--- src/rtl/inst_fetch_if.sv ---
// Handshake and memory-bus bundle between the fetch unit (master), the control FSM,
// the branch/jump path and instruction memory (slave side).
interface inst_fetch_if;
  logic        fetch_req;
  logic        ack;
  logic [31:0] instruction;
  logic [31:0] instr_pc;
  logic        pc_load;
  logic [31:0] pc_load_addr;
  logic        imem_rd_en;
  logic [31:0] imem_addr;
  logic        imem_rvalid;
  logic [31:0] imem_rdata;

  modport master (
    input  fetch_req, pc_load, pc_load_addr, imem_rvalid, imem_rdata,
    output ack, instruction, instr_pc, imem_rd_en, imem_addr
  );

  modport slave (
    output fetch_req, pc_load, pc_load_addr, imem_rvalid, imem_rdata,
    input  ack, instruction, instr_pc, imem_rd_en, imem_addr
  );
endinterface

--- src/rtl/inst_fetch_unit.sv ---
// Instruction fetch stage: fetch PC, in-order memory requests, 2-entry prefetch queue,
// and redirect handling that discards stale queued and in-flight words.
module inst_fetch_unit #(
  parameter logic [31:0] RESET_PC = 32'h0000_0000,
  parameter int          DEPTH    = 2
) (
  input logic          clk,
  input logic          rst,
  inst_fetch_if.master bus
);
  localparam int CW = $clog2(DEPTH + 1);
  typedef logic [CW-1:0] cnt_t;
  localparam cnt_t DEPTH_C = cnt_t'(DEPTH);

  logic [31:0] fetch_pc,  fetch_pc_n;
  logic [31:0] q_instr   [DEPTH];
  logic [31:0] q_instr_n [DEPTH];
  logic [31:0] q_pc      [DEPTH];
  logic [31:0] q_pc_n    [DEPTH];
  logic [31:0] out_pc    [DEPTH];
  logic [31:0] out_pc_n  [DEPTH];
  cnt_t        count, count_n;
  cnt_t        outstanding, outstanding_n;
  cnt_t        drop_cnt, drop_n;

  logic ack, pop, push, resp, issue;
  cnt_t occ_after_pop, wr_idx, iss_idx;

  assign resp          = bus.imem_rvalid;
  assign ack           = (count != '0) && !bus.pc_load;
  assign pop           = bus.fetch_req && ack;
  assign push          = resp && (drop_cnt == '0) && !bus.pc_load;
  assign occ_after_pop = count + outstanding - cnt_t'(pop);
  assign issue         = !rst && !bus.pc_load && (occ_after_pop < DEPTH_C);
  assign wr_idx        = count - cnt_t'(pop);
  assign iss_idx       = outstanding - cnt_t'(resp);

  // Head entry is zeroed whenever the queue is empty, so outputs come straight from flops.
  assign bus.ack         = ack;
  assign bus.instruction = q_instr[0];
  assign bus.instr_pc    = q_pc[0];
  assign bus.imem_rd_en  = issue;
  assign bus.imem_addr   = fetch_pc;

  always_comb begin
    // NOTE: every next-state variable is defaulted first so no path leaves it unassigned (no latch).
    fetch_pc_n    = fetch_pc;
    q_instr_n     = q_instr;
    q_pc_n        = q_pc;
    out_pc_n      = out_pc;
    count_n       = count;
    outstanding_n = outstanding + cnt_t'(issue) - cnt_t'(resp);
    drop_n        = drop_cnt;

    // Outstanding-request pc tracker: shift out on response, append on issue.
    if (resp) begin
      for (int i = 0; i < DEPTH - 1; i++) out_pc_n[i] = out_pc[i+1];
      out_pc_n[DEPTH-1] = '0;
    end
    if (issue) begin
      for (int i = 0; i < DEPTH; i++)
        if (cnt_t'(i) == iss_idx) out_pc_n[i] = fetch_pc;
    end

    if (bus.pc_load) begin
      fetch_pc_n = {bus.pc_load_addr[31:2], 2'b00};
      drop_n     = outstanding - cnt_t'(resp);
      count_n    = '0;
      for (int i = 0; i < DEPTH; i++) begin
        q_instr_n[i] = '0;
        q_pc_n[i]    = '0;
      end
    end else begin
      if (issue) fetch_pc_n = fetch_pc + 32'd4;
      if (resp && (drop_cnt != '0)) drop_n = drop_cnt - cnt_t'(1);
      if (pop) begin
        for (int i = 0; i < DEPTH - 1; i++) begin
          q_instr_n[i] = q_instr[i+1];
          q_pc_n[i]    = q_pc[i+1];
        end
        q_instr_n[DEPTH-1] = '0;
        q_pc_n[DEPTH-1]    = '0;
      end
      if (push) begin
        for (int i = 0; i < DEPTH; i++) begin
          if (cnt_t'(i) == wr_idx) begin
            q_instr_n[i] = bus.imem_rdata;
            q_pc_n[i]    = out_pc[0];
          end
        end
      end
      count_n = count + cnt_t'(push) - cnt_t'(pop);
    end
  end

  // NOTE: state registers use non-blocking assignments so all flops sample pre-edge values.
  always_ff @(posedge clk) begin
    if (rst) begin
      fetch_pc    <= RESET_PC;
      count       <= '0;
      outstanding <= '0;
      drop_cnt    <= '0;
      // NOTE: queue storage is reset because its head drives instruction/instr_pc directly.
      for (int i = 0; i < DEPTH; i++) begin
        q_instr[i] <= '0;
        q_pc[i]    <= '0;
        out_pc[i]  <= '0;
      end
    end else begin
      fetch_pc    <= fetch_pc_n;
      count       <= count_n;
      outstanding <= outstanding_n;
      drop_cnt    <= drop_n;
      q_instr     <= q_instr_n;
      q_pc        <= q_pc_n;
      out_pc      <= out_pc_n;
    end
  end
endmodule

--- src/flat_wrapper.sv ---
// flat-port wrapper written by rule: the top's interface ports become plain ports
module inst_fetch_unit_flat 
#(
  parameter logic [31:0] RESET_PC = 32'h0000_0000,
  parameter int          DEPTH    = 2
)
  (clk, rst, bus_fetch_req, bus_pc_load, bus_pc_load_addr, bus_imem_rvalid, bus_imem_rdata, bus_ack, bus_instruction, bus_instr_pc, bus_imem_rd_en, bus_imem_addr);
  inst_fetch_if bus_i ();
  input logic clk;
  input logic rst;
  input wire logic [$bits(bus_i.fetch_req)-1:0] bus_fetch_req;
  input wire logic [$bits(bus_i.pc_load)-1:0] bus_pc_load;
  input wire logic [$bits(bus_i.pc_load_addr)-1:0] bus_pc_load_addr;
  input wire logic [$bits(bus_i.imem_rvalid)-1:0] bus_imem_rvalid;
  input wire logic [$bits(bus_i.imem_rdata)-1:0] bus_imem_rdata;
  output wire logic [$bits(bus_i.ack)-1:0] bus_ack;
  output wire logic [$bits(bus_i.instruction)-1:0] bus_instruction;
  output wire logic [$bits(bus_i.instr_pc)-1:0] bus_instr_pc;
  output wire logic [$bits(bus_i.imem_rd_en)-1:0] bus_imem_rd_en;
  output wire logic [$bits(bus_i.imem_addr)-1:0] bus_imem_addr;
  assign bus_i.fetch_req = bus_fetch_req;
  assign bus_i.pc_load = bus_pc_load;
  assign bus_i.pc_load_addr = bus_pc_load_addr;
  assign bus_i.imem_rvalid = bus_imem_rvalid;
  assign bus_i.imem_rdata = bus_imem_rdata;
  assign bus_ack = bus_i.ack;
  assign bus_instruction = bus_i.instruction;
  assign bus_instr_pc = bus_i.instr_pc;
  assign bus_imem_rd_en = bus_i.imem_rd_en;
  assign bus_imem_addr = bus_i.imem_addr;
  inst_fetch_unit #(.RESET_PC(RESET_PC), .DEPTH(DEPTH)) u_core (.clk(clk), .rst(rst), .bus(bus_i));
endmodule
--- config.mk ---
export PLATFORM = sky130hd
export DESIGN_NAME = inst_fetch_unit_flat
export DESIGN_NICKNAME = d
export VERILOG_FILES = /design/src/rtl/inst_fetch_if.sv /design/src/rtl/inst_fetch_unit.sv /design/src/flat_wrapper.sv
export SDC_FILE = /design/constraint.sdc
export NUM_CORES = 1
export LEC_CHECK = 0
export CAP_MARGIN = 5
export CORE_MARGIN = 1
export CORE_UTILIZATION = 35
export DETAILED_ROUTE_END_ITERATION = 6
export REMOVE_ABC_BUFFERS = 1
export SKIP_CTS_REPAIR_TIMING = 1
export SYNTH_ARGS = -nofsm -noshare
export SYNTH_HDL_FRONTEND = slang
export SYNTH_SLANG_ARGS = --single-unit
--- constraint.sdc ---
create_clock -name clk -period 5.95 [get_ports clk]
set_clock_uncertainty 0.1 [all_clocks]
set_input_delay 1.19 -clock clk [delete_from_list [all_inputs] [get_ports clk]]
set_output_delay 1.19 -clock clk [all_outputs]
set_load 0.01 [all_outputs]
==> impl_metrics.env, run 1 <==
export IMPL_ant_nets=0
export IMPL_avgSynthCellArea_um2=8.32
export IMPL_synth_area_leader_cell="dfxtp_1"
export IMPL_slowest_delay_ps=680
export IMPL_cp_arrival_ps=3510
export IMPL_leakage_nw=4.14
export IMPL_ys_seq_area_share_pct=43.3
export IMPL_synthArstFlopShare_pct=0
export IMPL_layout_commonest_cell="nand2_1"
export IMPL_synth_area_top_cells="dfxtp_1, nand2_1, a311oi_1, a21oi_1, buf_4"
export IMPL_syn2layout_area_growth_pct=21.3
export IMPL_fin_crit_ps=4800
export IMPL_rows=63
export IMPL_synthesis_area_mm2=0.0105
export IMPL_numCtsBuffers=27
export IMPL_synth_cell_types=45
export IMPL_cpMostUsedCell="clkdlybuf4s50_1"
export IMPL_core_area_mm2=0.0296
export IMPL_grtUsageTotal_pct=17.7
export IMPL_crit_chain="clkdlybuf4s50_1 -> nand2b_1 -> a21oi_1 -> o31a_2 -> nor3_1 -> clkdlybuf4s50_1"
export IMPL_holdCritPathClass="reg -> reg"
export IMPL_antenna_found_initial=0
export IMPL_clk_path_buf_depth=3
export IMPL_rsz0062_at_grt="no"
export IMPL_drc=0
export IMPL_h_tree_depth=1
export IMPL_io_buffers=162
export IMPL_crit_fanout=10
export IMPL_met3_usage_pct=2.77
export IMPL_clk_latency_ps=520
export IMPL_num_vias=8849
export IMPL_drt_initial_drc_count=755
export IMPL_wl_per_cell_um=16.5
export IMPL_synth_edf_count=0
export IMPL_critPathLaunchType="input port"
export IMPL_die_w_um=175
export IMPL_pre_cts_slack_ps=1170
export IMPL_hold_viol=0
export IMPL_cts_tree="done"
export IMPL_maxCapViolCount=0
export IMPL_synth_warning_count=0
export IMPL_grtUsageMet2_pct=28.1
export IMPL_ios=167
export IMPL_floorplan_initialDensity_pct=35.5
export IMPL_max_freq_mhz=208
export IMPL_cts_root_buf="clkbuf_16"
export IMPL_setup_viol=0
export IMPL_grt_max_degree=129
export IMPL_fp_dieH_um=175
export IMPL_mostFrequentLayoutCells="nand2_1, dfxtp_1, clkdlybuf4s50_1"
export IMPL_diodes=0
export IMPL_dp_cells=1654
export IMPL_synth_top_area_share_pct=43.3
export IMPL_maxSlewHeadroom_pct=33.0
export IMPL_slowest_stage="clkdlybuf4s50_1"
export IMPL_grt_pass1_vias=8130
export IMPL_dieArea_mm2=0.0308
export IMPL_vdd_drop_max_mv=0.213
export IMPL_grt_overflow_total=0
export IMPL_drive_gt1_share_pct=8.91
export IMPL_nets=1367
export IMPL_dr_pass1_iters=6
export IMPL_drt_wl_total_um=28100
export IMPL_syn_inst=1266
export IMPL_via_per_inst=5.20
export IMPL_synth_seq_cells=228
export IMPL_synthFlopType="dfxtp_1"
export IMPL_tightest_slew_ps=1010
export IMPL_dpl_hpwl_um=16600
export IMPL_grt_pass1_wl_um=44500
export IMPL_min_period_over_period_pct=80.7
export IMPL_fin_cells=1703
export IMPL_path_class="in -> out"
export IMPL_cts_sinks=228
export IMPL_cp_data_required_time_ps=4660
export IMPL_crit_path_end_kind="primary output"
export IMPL_grt_use_met1_pct=24.9
export IMPL_setup_slack_ps=1150
export IMPL_clk_pin_slew_ps=60
export IMPL_outcome="finished, final reports clean"
export IMPL_grt_busiest_layer="met2"
export IMPL_place_congestion=0.769
export IMPL_p_per_area_mw_per_mm2=302
export IMPL_finalMaxSlewViolations=0
## sequential cells by signal (all words and copies together), names as in the netlist
register,count
u_core.outstanding,2
u_core.drop_cnt,2
u_core.bus.instr_pc,32
u_core.q_pc,32
u_core.q_instr,32
u_core.bus.imem_addr,30
u_core.bus.instruction,32
u_core.count,2
u_core.out_pc,64
## power breakdown
group          switching, W  leakage (nW)  internal (W)
registers         0.0000637          1.85       0.00159
clock network      0.000644         0.477       0.00110
logic              0.000268          1.82      0.000201
total              0.000975          4.14       0.00289
## final timing paths
path              slack [ps]                 end  cells past startpoint          startpoint
setup / recovery        1150      bus_imem_rd_en                      6         bus_pc_load
hold / removal           360  u_core.q_instr[19]                      2  u_core.q_instr[19]
setup reg to reg        2800   u_core.out_pc[17]                      8     u_core.count[1]
hold reg to reg          360  u_core.q_instr[19]                      2  u_core.q_instr[19]
## worst max-delay path: cells and delay by family
kind,cells,cell delay (ps)
AND/OR/NAND/NOR,2,570
buffers and inverters,2,1290
AO/OA/AOI/OAI,2,460
## layout make-up
| class | count | area [um^2] |
|---|---|---|
| clock buffers | 37 | 793 |
| clock inverters | 12 | 163 |
| fillers | 2938 | 16900 |
| inverters | 6 | 22.5 |
| multi-input cells | 854 | 5000 |
| flip-flops and latches | 228 | 4560 |
| well taps | 390 | 488 |
| repair buffers | 176 | 1740 |
## metal layers
metal / up-vias / wire length (um)
li1: 4382 / -
met1: 4144 / 13400
met2: 282 / 12300
met3: 41 / 1790
met4: 0 / 609
met5: - / 0
## metrics by stage
step | total power, W | cell area, um^2 | setup TNS [ps] | util, % | hold slack, ps
3_3_place_gp | 0.00215 | 11800 | 0 | 39.9 | 353
6_report | 0.00386 | 12800 | 0 | 43.1 | 364
3_5_place_dp | 0.00216 | 11800 | 0 | 39.9 | 358
5_1_grt | 0.00402 | 12800 | 0 | 43.1 | 381
2_1_floorplan | 0.00192 | 9560 | -205500 | - | 345
4_1_cts | 0.00391 | 12800 | 0 | 43.1 | 367
## logic make-up (layout without fill, tap and decap cells)
logic type | Yosys count | count (layout) | synth area share (%)
buf+inv | 185 | 231 | 9.52
other cells | 1 | 2 | 0.0356
compound gates | 238 | 238 | 16.7
xor+xnor | 35 | 35 | 2.91
flops | 228 | 228 | 43.3
mux | 32 | 32 | 3.04
simple gates | 542 | 542 | 23.9
fa+ha+maj | 5 | 5 | 0.594
## Yosys cell counts (all sizes together) (4+ instances only)
| master | number |
|---|---|
| buf | 94 |
| inv | 6 |
| nand3 | 74 |
| a211oi | 55 |
| mux2i | 32 |
| dfxtp | 228 |
| o21ai | 4 |
| nand3b | 31 |
| a21oi | 104 |
| nor4b | 4 |
| xnor2 | 33 |
| o21bai | 7 |
| ha | 5 |
| nor2 | 132 |
| nor4 | 13 |
| a311oi | 65 |
| nor3 | 20 |
| nand4 | 15 |
| nand2 | 236 |
| clkbuf | 85 |
(Power assumes the default switching activity.)
==> run 2: changes to the inputs <==
Clock period 5.95 ns to 4.48 ns, I/O delays scaled along.
==> impl_metrics.env, run 2 (synthesized netlist as in run 1, its figures left out) <==
export IMPL_outcome="finished, final reports clean"
export IMPL_slowest_stage="clkdlybuf4s50_1"
export IMPL_antenna_found_initial=0
export IMPL_place_congestion=0.766
export IMPL_grt_overflow_total=0
export IMPL_floorplan_initialDensity_pct=35.5
export IMPL_place_area_mm2=0.0119
export IMPL_clk_latency_ps=520
export IMPL_die_w_um=175
export IMPL_numCtsBuffers=26
export IMPL_rsz0062_at_grt="no"
export IMPL_clk_path_buf_depth=3
export IMPL_io_buffers=162
export IMPL_cp_depth=6
export IMPL_h_tree_depth=1
export IMPL_hold_viol=0
export IMPL_num_vias=8893
export IMPL_finalMaxSlewViolations=0
export IMPL_path_class="in -> out"
export IMPL_fp_dieH_um=175
export IMPL_ant_nets=0
export IMPL_cp_data_required_time_ps=3480
export IMPL_setup_slack_ps=399
export IMPL_crit_fanout=4
export IMPL_reg2reg_slack_ps=1770
export IMPL_crit_end="bus_imem_rd_en"
export IMPL_worstReg2RegEnd="u_core.out_pc[57]"
export IMPL_stdcell_area_mm2=0.0127
export IMPL_leakage_nw=4.11
export IMPL_core_area_mm2=0.0296
export IMPL_slowest_delay_ps=610
export IMPL_ios=167
export IMPL_drt_wl_total_um=27900
export IMPL_rows=63
export IMPL_max_freq_mhz=245
export IMPL_setup_viol=0
export IMPL_mostFrequentLayoutCells="nand2_1, dfxtp_1, clkdlybuf4s50_1"
export IMPL_path_buf_inv=2
export IMPL_drive_gt1_share_pct=8.74
export IMPL_diodes=0
export IMPL_syn2layout_area_growth_pct=20.8
export IMPL_fin_cells=1706
export IMPL_maxCapViolCount=0
export IMPL_nets=1371
export IMPL_maxSlewHeadroom_pct=24.6
export IMPL_reg2reg_from="u_core.count[1]"
export IMPL_wl_per_cell_um=16.3
export IMPL_pre_cts_slack_ps=408
export IMPL_grt_max_degree=129
export IMPL_clk_pin_slew_ps=60
export IMPL_tns_ps=0
export IMPL_dr_pass1_iters=5
export IMPL_cts_sinks=228
export IMPL_grtUsageTotal_pct=17.8
export IMPL_grt_pass1_wl_um=44700
export IMPL_min_period_over_period_pct=91.1
export IMPL_layout_commonest_cell="nand2_1"
export IMPL_cp_startpoint="bus_fetch_req"
export IMPL_crit_family="buffers and inverters"
export IMPL_regMostFlops="u_core.out_pc"
export IMPL_tightest_slew_ps=1130
export IMPL_cp_arrival_ps=3090
export IMPL_via_per_inst=5.21
export IMPL_drt_initial_drc_count=655
export IMPL_drc=0
export IMPL_largest_reg_flops=64
export IMPL_cts_tree="done"
export IMPL_fin_crit_ps=4080
export IMPL_power_w=0.00495
export IMPL_dpl_hpwl_um=16900
export IMPL_crit_path_end_kind="primary output"
export IMPL_p_per_area_mw_per_mm2=389
export IMPL_r2r_cells=7
export IMPL_critPathLaunchType="input port"
export IMPL_cts_root_buf="clkbuf_16"
export IMPL_crit_chain="clkdlybuf4s50_1 -> nor2b_2 -> nor3_1 -> o31a_2 -> nor3_1 -> clkdlybuf4s50_1"
export IMPL_holdCritPathClass="reg -> reg"
export IMPL_dieArea_mm2=0.0308
export IMPL_dp_cells=1659
export IMPL_grt_pass1_vias=8224
export IMPL_vdd_drop_max_mv=0.250
run 2: cell types whose count changed in the layout (fill, tap and decap cells not counted), sizes merged:
cell      delta
buf          +5
clkinvlp     +1
bufinv       -2
clkbuf       +1
clkinv       -2
run 2: area by class of cell:
| type | instances | area [um^2] |
|---|---|---|
| Clock buffer | 38 | 757 |
| Clock inverter | 9 | 100 |
| Fill cell | 2980 | 16900 |
| Inverter | 6 | 22.5 |
| Multi-Input combinational cell | 854 | 5000 |
| Sequential cell | 228 | 4560 |
| Tap cell | 390 | 488 |
| Timing Repair Buffer | 181 | 1790 |
run 2: power by group:
group          switching (W)  total (W)  leakage (nW)  internal [W]
sequential         0.0000841    0.00219          1.85       0.00211
combinational       0.000355   0.000628          1.85      0.000273
clock               0.000842    0.00212         0.418       0.00128
run 2: worst min path at each step:
stage	from	slack (ps)	cells past startpoint	endpoint
after floorplan	u_core.out_pc[32]	340	2	u_core.q_pc[0]
after global placement	u_core.q_instr[20]	350	2	u_core.q_instr[20]
after detailed placement	u_core.q_pc[24]	360	2	u_core.q_pc[24]
after CTS	u_core.q_pc[24]	370	2	u_core.q_pc[24]
after global routing	u_core.q_pc[23]	380	2	u_core.q_pc[23]
final	u_core.q_instr[14]	360	2	u_core.q_instr[14]
run 2: worst reg2reg max path, stage by stage (launching register included):
cell	delay, ps
dfxtp_1	490
nor2_1	160
a21o_1	220
o31a_2	380
or3b_2	710
buf_12	290
nor2_1	160
a211oi_2	60
run 2: routing by layer:
| metal | part of all wire [%] | vias to the layer above | global-route usage, % |
|---|---|---|---|
| li1 | - | 4390 | - |
| met5 | 0 | - | 0 |
| met2 | 45 | 250 | 28.8 |
| met3 | 6.6 | 34 | 3.12 |
| met1 | 47 | 4219 | 24.6 |
| met4 | 1.6 | 0 | 4.13 |
run 2: stage by stage:
step	hold slack, ps	util (%)
floorplan	345	-
global placement	353	40.0
detailed placement	358	40.0
CTS	367	42.9
global route	383	42.9
finish	364	42.9
==> RTL edit 1, RTL diff (settings of run 2) <==
Reset style: asynchronous (`rst`), changed in one clocked block.
--- a/src/rtl/inst_fetch_unit.sv
+++ b/src/rtl/inst_fetch_unit.sv
@@ -94,7 +94,7 @@
   end
 
   // NOTE: state registers use non-blocking assignments so all flops sample pre-edge values.
-  always_ff @(posedge clk) begin
+  always_ff @(posedge clk or posedge rst) begin
     if (rst) begin
       fetch_pc    <= RESET_PC;
       count       <= '0;
Function: differs if rst is asserted again (counterexample within 4 cycles, from zero or initial values and one cycle with rst high); with rst held inactive, the same outputs for 4 cycles.
==> RTL edit 1 against run 2 <==
Cell area is 10% higher; utilization about the same; sequential cell count did not move; count of clock-buffer cells in the layout is 2 higher; setup slack better by 380 ps; synthesized area is 11% higher; wire length increased by 14%; non-clock buffer count did not move; critical path type unchanged; highest routed layer is now met5.
Power is not compared: it rests on default switching activity, and its combinational part moved more than twofold at a synthesized area within 25%.
==> RTL edit 1: results (changes against run 2) <==
Logic synthesis
Counting instances in the post-synthesis netlist gives the leading cell types as sky130_fd_sc_hd__dfrtp_1, sky130_fd_sc_hd__nand2_1, sky130_fd_sc_hd__nand3_1, sky130_fd_sc_hd__nor2_1, sky130_fd_sc_hd__mux2_2. The async set-or-reset flop fraction in the synthesized netlist was 100% (+100 points). The mux share of post-synthesis cell area came to 8.87% (+5.8 points).

For this run, the leading register cell type out of synthesis is sky130_fd_sc_hd__dfrtp_1. The sequential cell area fraction in the yosys report came to 49.0% (+5.7 points). The post-synthesis cell type count was 58 (+29%). The adder-cell share of the synthesized area came to 0.645% (+0.051 points). The number of cells produced by synthesis is 1218 (-3.8%). The compound-gate portion of the synthesized area is 11.9% (-4.8 points).

Ranked by total cell area, the synthesized netlist is headed by sky130_fd_sc_hd__dfrtp_1, sky130_fd_sc_hd__mux2_2, sky130_fd_sc_hd__nand3_1. The post-synthesis share of cell area spent on xor and xnor gates came to 0.451% (-2.5 points).

Worst setup path
The reg2reg setup slack was 1570 ps (-200 ps). The maximum fanout along the worst path is 4 (unchanged). The worst register-to-register path begins at u_core.count[0]$_DFF_PP0_. The depth of the most critical reg-to-reg path is 6 (-1).

The endpoint arrival time on the critical path came to 2700 ps (-390 ps). The endpoint of the most critical register-to-register path is u_core.bus.instruction[27]$_DFF_PP0_. The delay of the slowest cell on the worst path is 520 ps (-90 ps).

Global route
The via count of the first global-routing pass came to 9031 (+9.8%). The initial antenna violation count is 1 (+1). The aggregate global-route resource usage is 19.0% (+1.1 points). The pin count of the biggest net entering global routing is 95 (-26%). The global-route wire length before repair is 50900 um (+14%).

Place
The worst slack at placement is 771 ps (+363 ps). The half-perimeter wire length of the detailed placement result is 18800 um (+11%). The post-place instance area is 13100 um2 (+10%). The weighted congestion reported at the end of routability-driven placement came to 0.760 (-0.72%). The count of input and output buffers was 162 (unchanged).

Clocking
The number of CTS-inserted buffers was 26 (unchanged). The later pin in the worst-skew pair is clocked with a latency of 530 ps.

Final layout
The number of antenna repair diodes is 0 (unchanged). The count of nets after finishing came to 1334 (-2.7%). The register with the most flip-flops is u_core.out_pc.

The number of standard cells in the layout, taps in and fillers out came to 1721 (+0.88%). The number of filler instances in the final layout was 3158 (+6.0%). The share of layout cells above drive strength 1 is 13.4% (+4.6 points).

The combined area of the multi-input logic cells is 5050 um2 (+0.95%).

Drt
The first-iteration detailed-routing DRC count is 628 (-4.1%). The via count was 9171 (+3.1%). The average wire length per cell after detail routing is 18.5 um (+13%). The number of detailed-routing iterations run before antenna repair is 5 (unchanged).

Timing
The relative slew slack is 17.8% (-6.8 points).

Run status
The flow ran to the end, and the final reports show no timing, DRC or antenna violations.

Worst hold path
The endpoint with the worst hold slack is u_core.out_pc[0]$_DFF_PP0_. The cell depth of the worst min-delay path came to 1 (-1). The hold path startpoint is u_core.out_pc[0]$_DFF_PP0_.
-- RTL edit 1: cell count changes after synthesis, moves of 32 or more --
cell,change
sky130_fd_sc_hd__a211oi_2,-32
sky130_fd_sc_hd__a21oi_1,-33
sky130_fd_sc_hd__dfrtp_1,+228
sky130_fd_sc_hd__dfxtp_1,-228
sky130_fd_sc_hd__mux2_2,+87
sky130_fd_sc_hd__nand2_1,-78
sky130_fd_sc_hd__nand3_1,+72
sky130_fd_sc_hd__nor2_1,-41
sky130_fd_sc_hd__nor2b_1,+35
-- RTL edit 1: critical path, delay by kind of cell --
family / cells / cell delay [ps]
AO/OA/AOI/OAI: 2 / 600
buffers and inverters: 3 / 770
AND/OR/NAND/NOR: 2 / 430
-- RTL edit 1: kinds of logic after synthesis --
kind of cell / count (synthesis)
XOR/XNOR: 6
adder cells (fa/ha/maj): 6
other: 1
buffers and inverters: 179
multiplexers: 92
AO/OA/AOI/OAI: 200
flip-flops: 228
AND/OR/NAND/NOR: 506
-- RTL edit 1: how the worst max path moves through the flow --
stage / slack (ps) / endpoint / startpoint
after floorplan: -4770 / u_core.out_pc[34]$_DFF_PP0_ / rst
after global placement: 810 / bus_imem_rd_en / bus_fetch_req
after detailed placement: 770 / bus_imem_rd_en / bus_pc_load
after CTS: 770 / bus_imem_rd_en / bus_pc_load
after global routing: 630 / bus_imem_rd_en / u_core.count[0]$_DFF_PP0_
final: 780 / bus_imem_rd_en / bus_fetch_req
-- RTL edit 1: power by group through the flow --
stage                     logic [W]  registers (W)  clock network, W
final                       0.00131        0.00254           0.00223
after global routing        0.00144        0.00259           0.00238
after CTS                   0.00133        0.00255           0.00230
after detailed placement    0.00132        0.00258                 0
after global placement      0.00130        0.00257                 0
after floorplan            0.000683        0.00257                 0
-- RTL edit 1: per-stage QoR --
stage | TNS, ps | hold slack, ps
4_1_cts | 0 | 420
6_report | 0 | 417
2_1_floorplan | -1110080 | 381
5_1_grt | 0 | 453
3_3_place_gp | 0 | 396
3_5_place_dp | 0 | 404
-- RTL edit 1: per-layer routing --
metal | GRT usage (%) | wire, um | vias up
li1 | - | - | 4360
met1 | 26.7 | 14700 | 4510
met2 | 30.6 | 14700 | 254
met3 | 2.79 | 1870 | 45
met4 | 4.50 | 584 | 2
met5 | 0 | 9 | -
-- RTL edit 1: cell type report --
class,count,area share [%]
inverters,10,0.322
multi-input cells,812,36.0
clock inverters,8,0.840
flip-flops and latches,228,40.7
well taps,442,3.95
repair buffers,181,12.5
clock buffers,40,5.60
==> RTL edit 2, RTL diff (flow settings as in run 2) <==
Made on the original files. `DEPTH` is set to 2 in 2 places; all go to 4.
--- a/src/rtl/inst_fetch_unit.sv
+++ b/src/rtl/inst_fetch_unit.sv
@@ -2,7 +2,7 @@
 // and redirect handling that discards stale queued and in-flight words.
 module inst_fetch_unit #(
   parameter logic [31:0] RESET_PC = 32'h0000_0000,
-  parameter int          DEPTH    = 2
+  parameter int          DEPTH    = 4
 ) (
   input logic          clk,
   input logic          rst,
--- a/src/flat_wrapper.sv
+++ b/src/flat_wrapper.sv
@@ -2,7 +2,7 @@
 module inst_fetch_unit_flat 
 #(
   parameter logic [31:0] RESET_PC = 32'h0000_0000,
-  parameter int          DEPTH    = 2
+  parameter int          DEPTH    = 4
 )
   (clk, rst, bus_fetch_req, bus_pc_load, bus_pc_load_addr, bus_imem_rvalid, bus_imem_rdata, bus_ack, bus_instruction, bus_instr_pc, bus_imem_rd_en, bus_imem_addr);
   inst_fetch_if bus_i ();
Function: changed (Yosys sat finds a counterexample within 4 cycles, from zero or initial values and one cycle with rst high).
==> RTL edit 2 against run 2 <==
The flow now finishes with violations (design-rule violations, max-slew violations); synthesized area up 79%; wire length up 82%; global-route usage up 0.45 points; setup slack better by 76 ps; utilization down 1.2 points; cell area up 73%; power up 90%; via count up 81%; worst hold slack better by 1.1 ps; die area up 78%; sequential cell count up 195; critical path type unchanged; largest cell class unchanged.
==> RTL edit 2: results (changes against run 2) <==
Worst setup path
The endpoint arrival time on the critical path is 3010 ps (-80 ps). The family with the most delay on the worst path is simple AND/OR/NAND/NOR gates. The worst flop-to-flop path startpoint is u_core.count[2]$_SDFF_PP0_. The depth of the most critical reg-to-reg path is 19 (+12).

The delay of the slowest cell on the worst path came to 500 ps (-110 ps).

Clocking
The latest clock arrival within the worst-skew pair is 570 ps (+50 ps). The CTS sink count is 423 (+86%).

Timing
The relative slew slack is -12.5% (-37 points). The final-report max-slew violation count was 127 (+127).

Final layout
The count of nets after finishing is 2365 (+73%). The multi-input gate count is 1570 (+84%). The share of layout cells above drive strength 1 came to 7.39% (-1.4 points). The count of inverters not on the clock network in the layout is 31 (+25).

The final-layout clock-cell area share came to 7.11% (+0.38 points). The area used by sequential logic in the layout is 8470 um2 (+86%). The clock buffer count is 75 (+97%). The non-clock buffer area fraction after layout was 9.35% (-4.7 points). The final standard cell area without fillers was 22100 um2 (+73%). The number of standard cells in the layout, taps in and fillers out was 3003 (+76%).

Place
The half-perimeter wire length of the detailed placement result is 30500 um (+81%). The number of placed cells counting well taps is 2920 (+76%). The worst slack at placement is 67.3 ps (-341 ps).

Global route
The global-route track usage on met1 is 24.3% (-0.34 points). The aggregate global-route resource usage was 18.3% (+0.45 points). The global routing met3 resource utilization is 3.61% (+0.49 points).

Logic synthesis
After synthesis, the most frequently instantiated cells are sky130_fd_sc_hd__nand2_1, sky130_fd_sc_hd__dfxtp_1, sky130_fd_sc_hd__nor2_1, sky130_fd_sc_hd__clkbuf_1, sky130_fd_sc_hd__a311oi_1. The post-synthesis cell type count came to 56 (+24%).

Drt
The final routed DRC violation total is 12 (+12). The first-iteration detailed-routing DRC count is 1310 (+100%).

Power
The worst-case vdd ir drop is 0.229 mV (-8.6%).

Run status
The flow ran to the end, but the final reports show violations. The final reports fail on design-rule violations, max-slew violations.
==> RTL edit 2: report_power, final <==
group,switching [W],internal (W),total [W]
Combinational,0.000851,0.000527,0.00138
Sequential,0.000171,0.00394,0.00411
Clock,0.00155,0.00235,0.00391
==> RTL edit 2: metal layers <==
metal	vias up	wire length [um]	part of all wire [%]
met1	7733	23600	46
li1	7950	-	-
met5	-	0	0
met3	80	2690	5.3
met2	365	23300	46
met4	0	1290	2.5
==> RTL edit 2: kinds of logic (layout without fill, tap and decap cells) <==
logic type | after synthesis | in the layout | share of synthesized area [%]
AO/OA/AOI/OAI | 453 | 453 | 18.0
XOR/XNOR | 17 | 17 | 0.872
adder cells (fa/ha/maj) | 15 | 15 | 1.08
buffers and inverters | 320 | 322 | 7.79
flip-flops | 423 | 423 | 45.0
multiplexers | 96 | 96 | 5.11
other | 1 | 2 | 0.0199
AND/OR/NAND/NOR | 987 | 987 | 22.1
==> RTL edit 2: worst min-delay path by stage <==
stage	cells past startpoint	slack, ps	to	start
final	2	360	u_core.q_instr[5]$_SDFF_PP0_	u_core.q_instr[5]$_SDFF_PP0_
after CTS	2	370	u_core.q_pc[0]$_SDFF_PP0_	u_core.q_pc[0]$_SDFF_PP0_
after floorplan	2	350	u_core.q_instr[0]$_SDFF_PP0_	u_core.q_instr[0]$_SDFF_PP0_
after global routing	2	380	u_core.q_pc[23]$_SDFF_PP0_	u_core.q_pc[23]$_SDFF_PP0_
after detailed placement	2	360	u_core.q_pc[0]$_SDFF_PP0_	u_core.q_pc[0]$_SDFF_PP0_
after global placement	2	350	u_core.q_instr[24]$_SDFF_PP0_	u_core.q_instr[24]$_SDFF_PP0_
